## config.mk

```make
export PLATFORM = sky130hd
export DESIGN_NAME = mux_pair_rr_arbiter
export DESIGN_NICKNAME = d
export VERILOG_FILES = /design/src/rtl/mux_pair_rr_arbiter.sv
export SDC_FILE = /design/constraint.sdc
export NUM_CORES = 1
export LEC_CHECK = 0
export ABC_CLOCK_PERIOD_IN_PS = 1550
export CORE_MARGIN = 2
export CORE_UTILIZATION = 40
export DETAILED_ROUTE_END_ITERATION = 8
export PLACE_DENSITY = 0.69
export SETUP_SLACK_MARGIN = 0.05
export SLEW_MARGIN = 20
export SYNTH_ARGS = -nofsm -noshare
export SYNTH_HDL_FRONTEND = slang
export SYNTH_SLANG_ARGS = --single-unit
```

## constraint.sdc

```tcl
create_clock -name clk_in -period 1.55 [get_ports clk_in]
set_input_delay 0.2325 -clock clk_in [delete_from_list [all_inputs] [get_ports clk_in]]
set_output_delay 0.2325 -clock clk_in [all_outputs]
set_load 0.1 [all_outputs]
```

## src/rtl/mux_pair_rr_arbiter.sv

```systemverilog
// Round-robin arbiter/sequencer for a shared dual-lane 2:1 mux pair.
// Owns the mux select, moves bursts beat-by-beat into a registered y/z stage.

module mux_pair_lane #(
  parameter int DATA_W = 1
) (
  input  logic              gclk,
  input  logic              grst_n,
  input  logic              ld,
  input  logic              sel,
  input  logic [DATA_W-1:0] d0,
  input  logic [DATA_W-1:0] d1,
  output logic [DATA_W-1:0] q
);
  always_ff @(posedge gclk or negedge grst_n)
    if (!grst_n)  q <= '0;
    else if (ld)  q <= sel ? d1 : d0;
endmodule

module mux_pair_rr_arbiter #(
  parameter int DATA_W    = 1,
  parameter int MAX_BURST = 8
) (
  input  logic              clk_in,
  input  logic              rst_n_in,
  input  logic              req0_in,
  input  logic [DATA_W-1:0] a_in,
  input  logic [DATA_W-1:0] c_in,
  input  logic              last0_in,
  input  logic              req1_in,
  input  logic [DATA_W-1:0] b_in,
  input  logic [DATA_W-1:0] d_in,
  input  logic              last1_in,
  input  logic              ready_in,
  output logic              ack0_out,
  output logic              ack1_out,
  output logic              sel_out,
  output logic [DATA_W-1:0] y_out,
  output logic [DATA_W-1:0] z_out,
  output logic              valid_out,
  output logic              busy_out
);
  localparam int NUM_LANES = 2;
  localparam int CW = $clog2(MAX_BURST + 1);
  localparam logic [CW:0] LIMIT = (CW+1)'(MAX_BURST);

  typedef enum logic [1:0] {IDLE, GNT0, GNT1} state_t;

  state_t        state, state_nxt;
  logic          ptr, ptr_nxt;
  logic [CW-1:0] cnt, cnt_nxt;
  logic [CW:0]   cnt_inc;
  logic          vld, space, ack;
  logic          own_req, own_last, oth_req, at_limit, rel;

  assign space    = !vld | ready_in;
  assign ack0_out = (state == GNT0) & req0_in & space;
  assign ack1_out = (state == GNT1) & req1_in & space;
  assign ack      = ack0_out | ack1_out;
  assign sel_out  = (state == GNT1);
  assign busy_out = (state != IDLE);

  assign own_req  = sel_out ? req1_in  : req0_in;
  assign own_last = sel_out ? last1_in : last0_in;
  assign oth_req  = sel_out ? req0_in  : req1_in;
  assign cnt_inc  = {1'b0, cnt} + {{CW{1'b0}}, 1'b1};
  assign at_limit = (cnt_inc == LIMIT);
  // Release priority: final beat, forced rotation at limit, requester dropped.
  assign rel      = (ack & own_last) | (ack & at_limit & oth_req) | !own_req;

  always_comb begin
    state_nxt = state;
    ptr_nxt   = ptr;
    cnt_nxt   = cnt;
    case (state)
      IDLE: begin
        cnt_nxt = '0;
        if (req0_in & req1_in) state_nxt = ptr ? GNT0 : GNT1;
        else if (req0_in)      state_nxt = GNT0;
        else if (req1_in)      state_nxt = GNT1;
      end
      GNT0, GNT1: begin
        if (rel) begin
          ptr_nxt   = sel_out;
          cnt_nxt   = '0;
          state_nxt = oth_req ? (sel_out ? GNT0 : GNT1) : IDLE;
        end else if (ack) begin
          // Limit hit with the other side idle: keep the grant, restart the count.
          cnt_nxt = at_limit ? '0 : cnt_inc[CW-1:0];
        end
      end
      default: state_nxt = IDLE;
    endcase
  end

  always_ff @(posedge clk_in or negedge rst_n_in)
    if (!rst_n_in) begin
      state <= IDLE;
      ptr   <= 1'b1;
      cnt   <= '0;
      vld   <= 1'b0;
    end else begin
      state <= state_nxt;
      ptr   <= ptr_nxt;
      cnt   <= cnt_nxt;
      if (ack)           vld <= 1'b1;
      else if (ready_in) vld <= 1'b0;
    end

  assign valid_out = vld;

  // Lane 0 = y (a/b), lane 1 = z (c/d).
  logic [NUM_LANES-1:0][DATA_W-1:0] lane_d0, lane_d1, lane_q;
  assign lane_d0 = {c_in, a_in};
  assign lane_d1 = {d_in, b_in};

  for (genvar g = 0; g < NUM_LANES; g++) begin : g_lane
    mux_pair_lane #(.DATA_W(DATA_W)) u_lane (
      .gclk   (clk_in),
      .grst_n (rst_n_in),
      .ld     (ack),
      .sel    (sel_out),
      .d0     (lane_d0[g]),
      .d1     (lane_d1[g]),
      .q      (lane_q[g])
    );
  end

  assign y_out = lane_q[0];
  assign z_out = lane_q[1];
endmodule

```

# Yosys cells after proc, flatten, opt, wreduce, memory -nomap -nowiden
# Cells that the tools add are included.
[op_classes]
n_bitwise = 12
mul = 0
n_div = 0
reduce_logical = 10
addsub = 1
shift = 0
order_cmp = 0
muxes = 19
eq_ne = 6
[ops]
columns = ["operator", "count"]
rows = [
  ["$mux W2", 7],
  ["$mux W4", 3],
  ["$and A1 B1 Y1", 8],
  ["$pmux W4 S2", 1],
  ["$mux W1", 7],
  ["$reduce_and A2 Y1", 3],
  ["$reduce_bool A2 Y1", 3],
  ["$add A4 B1 Y5 const B", 1],
  ["$eq A5 B4 Y1 const B", 1],
  ["$ne A4 B4 Y1 const B", 1],
  ["$or A1 B1 Y1", 4],
  ["$pmux W2 S2", 1],
  ["$ne A3 B3 Y1 const B", 1],
  ["$eq A2 B1 Y1 const B", 1],
  ["$eq A2 B2 Y1 const B", 1],
  ["$logic_not A1 Y1", 2],
  ["$logic_not A2 Y1", 1],
  ["$ne A2 B2 Y1 const B", 1],
  ["$reduce_or A2 Y1", 1],
]
[totals]
out_inout_bits = 7
regBits = 10
ram_bits = 0
memories = 0
latchBits = 0
romBits = 0

# Logic depth before layout (Yosys ltp)
[logic_depth]
depth_word = 10
mapped_depth = 7
ltp_nobuf = 6

# Hierarchy
# Synthesis repeated with hierarchy kept, for this count alone.
[hier_totals]
cells_unflattened = 73
hier_area_um2 = 695.7
[by_module_without_submodules]
columns = ["mod", "seq_area_each_um2", "cells_per_inst", "n_inst", "area_each_um2"]
rows = [
  ["mux_pair_rr_arbiter", 201.4, 65, 1, 608.1],
  ["mux_pair_lane", 25.0, 4, 2, 43.8],
]

# Worst setup path before layout
# Ideal clock, no wire load.
[synth_timing]
path_type = "reg-to-output"
from = "register state[0]"
to = "output ack1_out"
required_time_ns = 1.317
arrival_time_ns = 2.922
setup_slack_ns = -1.605
path_stages_with_launch = 6
path_cell_list = "dfrtp_1 inv_1 ha_1 buf_6 nand2_4 nor2_1"
[synth_via]
elab_chain_cells = 3
[synth_rtl]
columns = ["element", "line", "rtl"]
rows = [
  ["start: declaration", "49", "state_t state, state_nxt;"],
  ["start signal: assignment", "103", "state <= state_nxt;"],
  ["$eq A2 B2 Y1", "--", ""],
  ["via sel_out", "37", "output logic sel_out,"],
  ["$and A1 B1 Y1 (2 in a row)", "58", "assign ack1_out = (state == GNT1) & req1_in & space;"],
  ["end: declaration", "36", "output logic ack1_out,"],
]
# The timed path passes the listed nets, and every way through them passes these cells.

# Worst setup path in the final report
[layout_timing]
from = "input req1_in"
to = "register ptr"
[layout_via]
elab_chain_cells = 8
elab_cells_between_ends = 12
classes_between = "2 x mux; 8 x bitwise; 2 x reduce/logical"
[layout_rtl]
columns = ["element", "line", "rtl"]
rows = [
  ["start: declaration", "30", "input logic req1_in,"],
  ["$and A1 B1 Y1 (2 in a row)", "58", ""],
  ["$or A1 B1 Y1", "59", "assign ack = ack0_out | ack1_out;"],
  ["$and A1 B1 Y1 (2 in a row)", "69", "assign rel = (ack & own_last) | (ack & at_limit & oth_req) | !own_req;"],
  ["$or A1 B1 Y1", "69", ""],
  ["$or A1 B1 Y1 *", "69", ""],
  ["$reduce_and A2 Y1 (no line) *", "--", ""],
  ["end signal: assignment", "104", "ptr <= ptr_nxt;"],
  ["end: declaration", "50", "logic ptr, ptr_nxt;"],
]
# Mark *: on every way between the ends. The rest lies on a longest branch, timed or not.
# A chain may end at the register's enable or synchronous reset.

==> flow_summary.toml <==
[floorplan]
fp.dieH_um = 48.3
io_pins = 18
core_um2 = 1900
die-area_um2 = 2330
die_x_um = 48.3
initial_core_util_pct = 41.2
rows = 16

[hold_path]
hold_path_class = "input port to async pin"

[cells_and_area]
final_core_util_pct = 79.0
layout.cells.non_filler = 153
drive_above_1_share_pct = 57.1
area_growth_pct = 91.5
n_antenna_cell = 0
fin_nets = 143

[worst_setup_path]
worstPathRequired_ns = 1.73
critical_path_class = "input port to flop"
worst-path-max-fanout = 7
start_kind = "input port"
end_kind = "flop"
worstPathArrival_ns = 1.91

[route]
vias = 847
drc = 0
drtPass1Iterations = 4
wl_mm = 2.64
wl_per_cell_um = 17.3
via_per_inst = 5.54
ant_nets = 0
drtIter0Drc = 21

[timing]
finalClockSkew_ns = 0.00285
period_share_pct = 112
tightestPinTransition_ns = 0.461
rsz0062_at_grt = "true"
timing.final.ws_setup_ns = -0.185
finalMaxSlewViolations = 0
whs_ns = 0.279
max_slew_margin_pct = 69.2
fin_crit_ns = 1.73
hold_violations = 0
setup_violations = 12
fmax_mhz = 577
setup_tns_ns = -1.72

[logic_synthesis]
syn-cell-area_um2 = 785
synthFlopType = "dfrtp_1"
yosysTopAreaCell = "dfrtp_1"
yosysTopAreaCellShare_pct = 28.7
synth_top_cells_by_area = "dfrtp_1 29%, ha_1 8.0%, mux2i_1 6.4%"
synth-edff-count = 0
synth_fp_nets = 93
ys_warn_count = 0
synth_cells = 77
synthArstFlopShare_pct = 100
synth_seq_area_share_pct = 32.1
synth.distinct_cells = 38
ys_ff_latch = 10
synth_area_per_cell_um2 = 10.2

[clock_network]
tritoncts = "done"
cts.sinks = 10
cts_htree_levels = 1
cts_root_buf = "clkbuf_4"
insertion_delay_ns = 0.27
numCtsBuffers = 3
clk_path_buf_depth = 2
clk_pin_slew_ns = 0.07

[global_route]
grt_usage_pct = 21.4
grt_pass1_wl_mm = 3.36
grt_max_degree = 11
grt_overflow_total = 0
grt_pass1_vias = 789
grt_antenna_before_repair = 0

[placement]
hpwl_mm = 1.72
post-place-ws_ns = -0.177
finalWeightedCongestion = 0.877
dp.cells = 142
port_buffers = 17

[status]
violations = "negative setup slack"
status = "finished with violations"

[pwr]
power_density_nw_per_um2 = 2100
p_leak_nw = 0.641
peakVddDrop_mv = 1.54

[flow_run]
maxCapViolCount = 0
==> layer usage <==
| metal | wire [um] | GRT usage (%) | vias up | share of wire (%) |
|---|---|---|---|---|
| met3 | 112 | 4.81 | 11 | 4.2 |
| met1 | 927 | 21.9 | 417 | 35 |
| li1 | - | - | 386 | - |
| met5 | 0 | 0 | - | 0 |
| met2 | 1510 | 41.8 | 33 | 57 |
| met4 | 87 | 7.03 | 0 | 3.3 |
==> per-stage QoR <==
stage               total power, W  cell area [um^2]
floorplan                  0.00178               862
global placement           0.00258              1310
detailed placement         0.00263              1310
CTS                        0.00302              1440
global route               0.00331              1500
finish                     0.00316              1500
==> Yosys cell counts, types with 2 or more instances <==
master	instances
o21ai_1	2
nand2b_1	3
a21oi_1	4
o2bb2ai_1	2
ha_1	5
nand2_1	3
dfrtp_1	9
nor2_1	7
a21o_1	2
mux2i_1	5
inv_1	8
==> path summary, 6_finish.rpt <==
check	start	to	slack, ns	cells after the start
hold reg to reg	cnt[0]	cnt[0]	0.54	1
setup reg to reg	state[1]	cnt[2]	-0.17	6
min in group clk_in	cnt[0]	cnt[0]	0.54	1
setup / recovery	req1_in	ptr	-0.18	8
hold / removal	rst_n_in	g_lane[0].u_lane.q	0.28	1
max in group asynchronous	rst_n_in	valid_out	0.92	1
==> final cells by class <==
| type | count | area [um^2] |
|---|---|---|
| multi-input combinational | 58 | 642 |
| timing repair buffer | 46 | 500 |
| fill | 100 | 399 |
| sequential | 10 | 256 |
| clock buffer | 4 | 36.3 |
| inverter | 8 | 33.8 |
| tap | 27 | 33.8 |
==> state kept, by name, summed over array words and instances, names as in the netlist <==
register	flops
cnt	4
g_lane.u_lane.q	2
valid_out	1
ptr	1
state	2
==> cells in the final DEF (no fill, tap or decap), types with 2 or more instances in the layout <==
cell type / synthesis / final
nor2_1: 7 / 4
inv_1: 8 / 5
ha_4: 0 / 3
o221ai_2: 1 / 2
mux2i_4: 0 / 2
ha_1: 5 / 2
buf_6: 1 / 8
clkdlybuf4s50_1: 0 / 10
buf_4: 0 / 20
a21oi_1: 4 / 3
buf_12: 0 / 8
nand2b_1: 3 / 3
dfrtp_1: 9 / 7
a21o_1: 2 / 2
nor2_4: 0 / 2
clkbuf_4: 0 / 3
mux2i_1: 5 / 4
nand2_1: 3 / 2
inv_2: 0 / 2
==> power by group <==
| group | internal [W] | switching [W] |
|---|---|---|
| Clock | 0.000143 | 0.0000909 |
| Combinational | 0.00112 | 0.00134 |
| Sequential | 0.000362 | 0.0000925 |
==> critical path, cell delays in order <==
cell	delay, ns
clkdlybuf4s50_1	0.62
buf_4	0.20
nand2_8	0.05
buf_4	0.14
a21oi_4	0.28
buf_4	0.17
a21o_1	0.11
o311ai_2	0.11
==> cells by family (layout without fill, tap and decap cells) <==
group | count (synthesis) | count (layout) | synth area share (%)
flip-flops | 10 | 10 | 32.1
buffers and inverters | 9 | 58 | 5.26
multiplexers | 6 | 6 | 8.13
AO/OA/AOI/OAI | 24 | 24 | 28.2
AND/OR/NAND/NOR | 23 | 23 | 18.3
adder cells (fa/ha/maj) | 5 | 5 | 7.97
==> timing repair <==
item,CTS,global route
pin swaps,12,6
setup endpoints to repair,13,13
gates resized for setup,17,7
setup buffers,5,5
endpoints found under the hold margin,0,0
hold buffers,0,0
No activity file was read; power rests on OpenSTA's default activity.
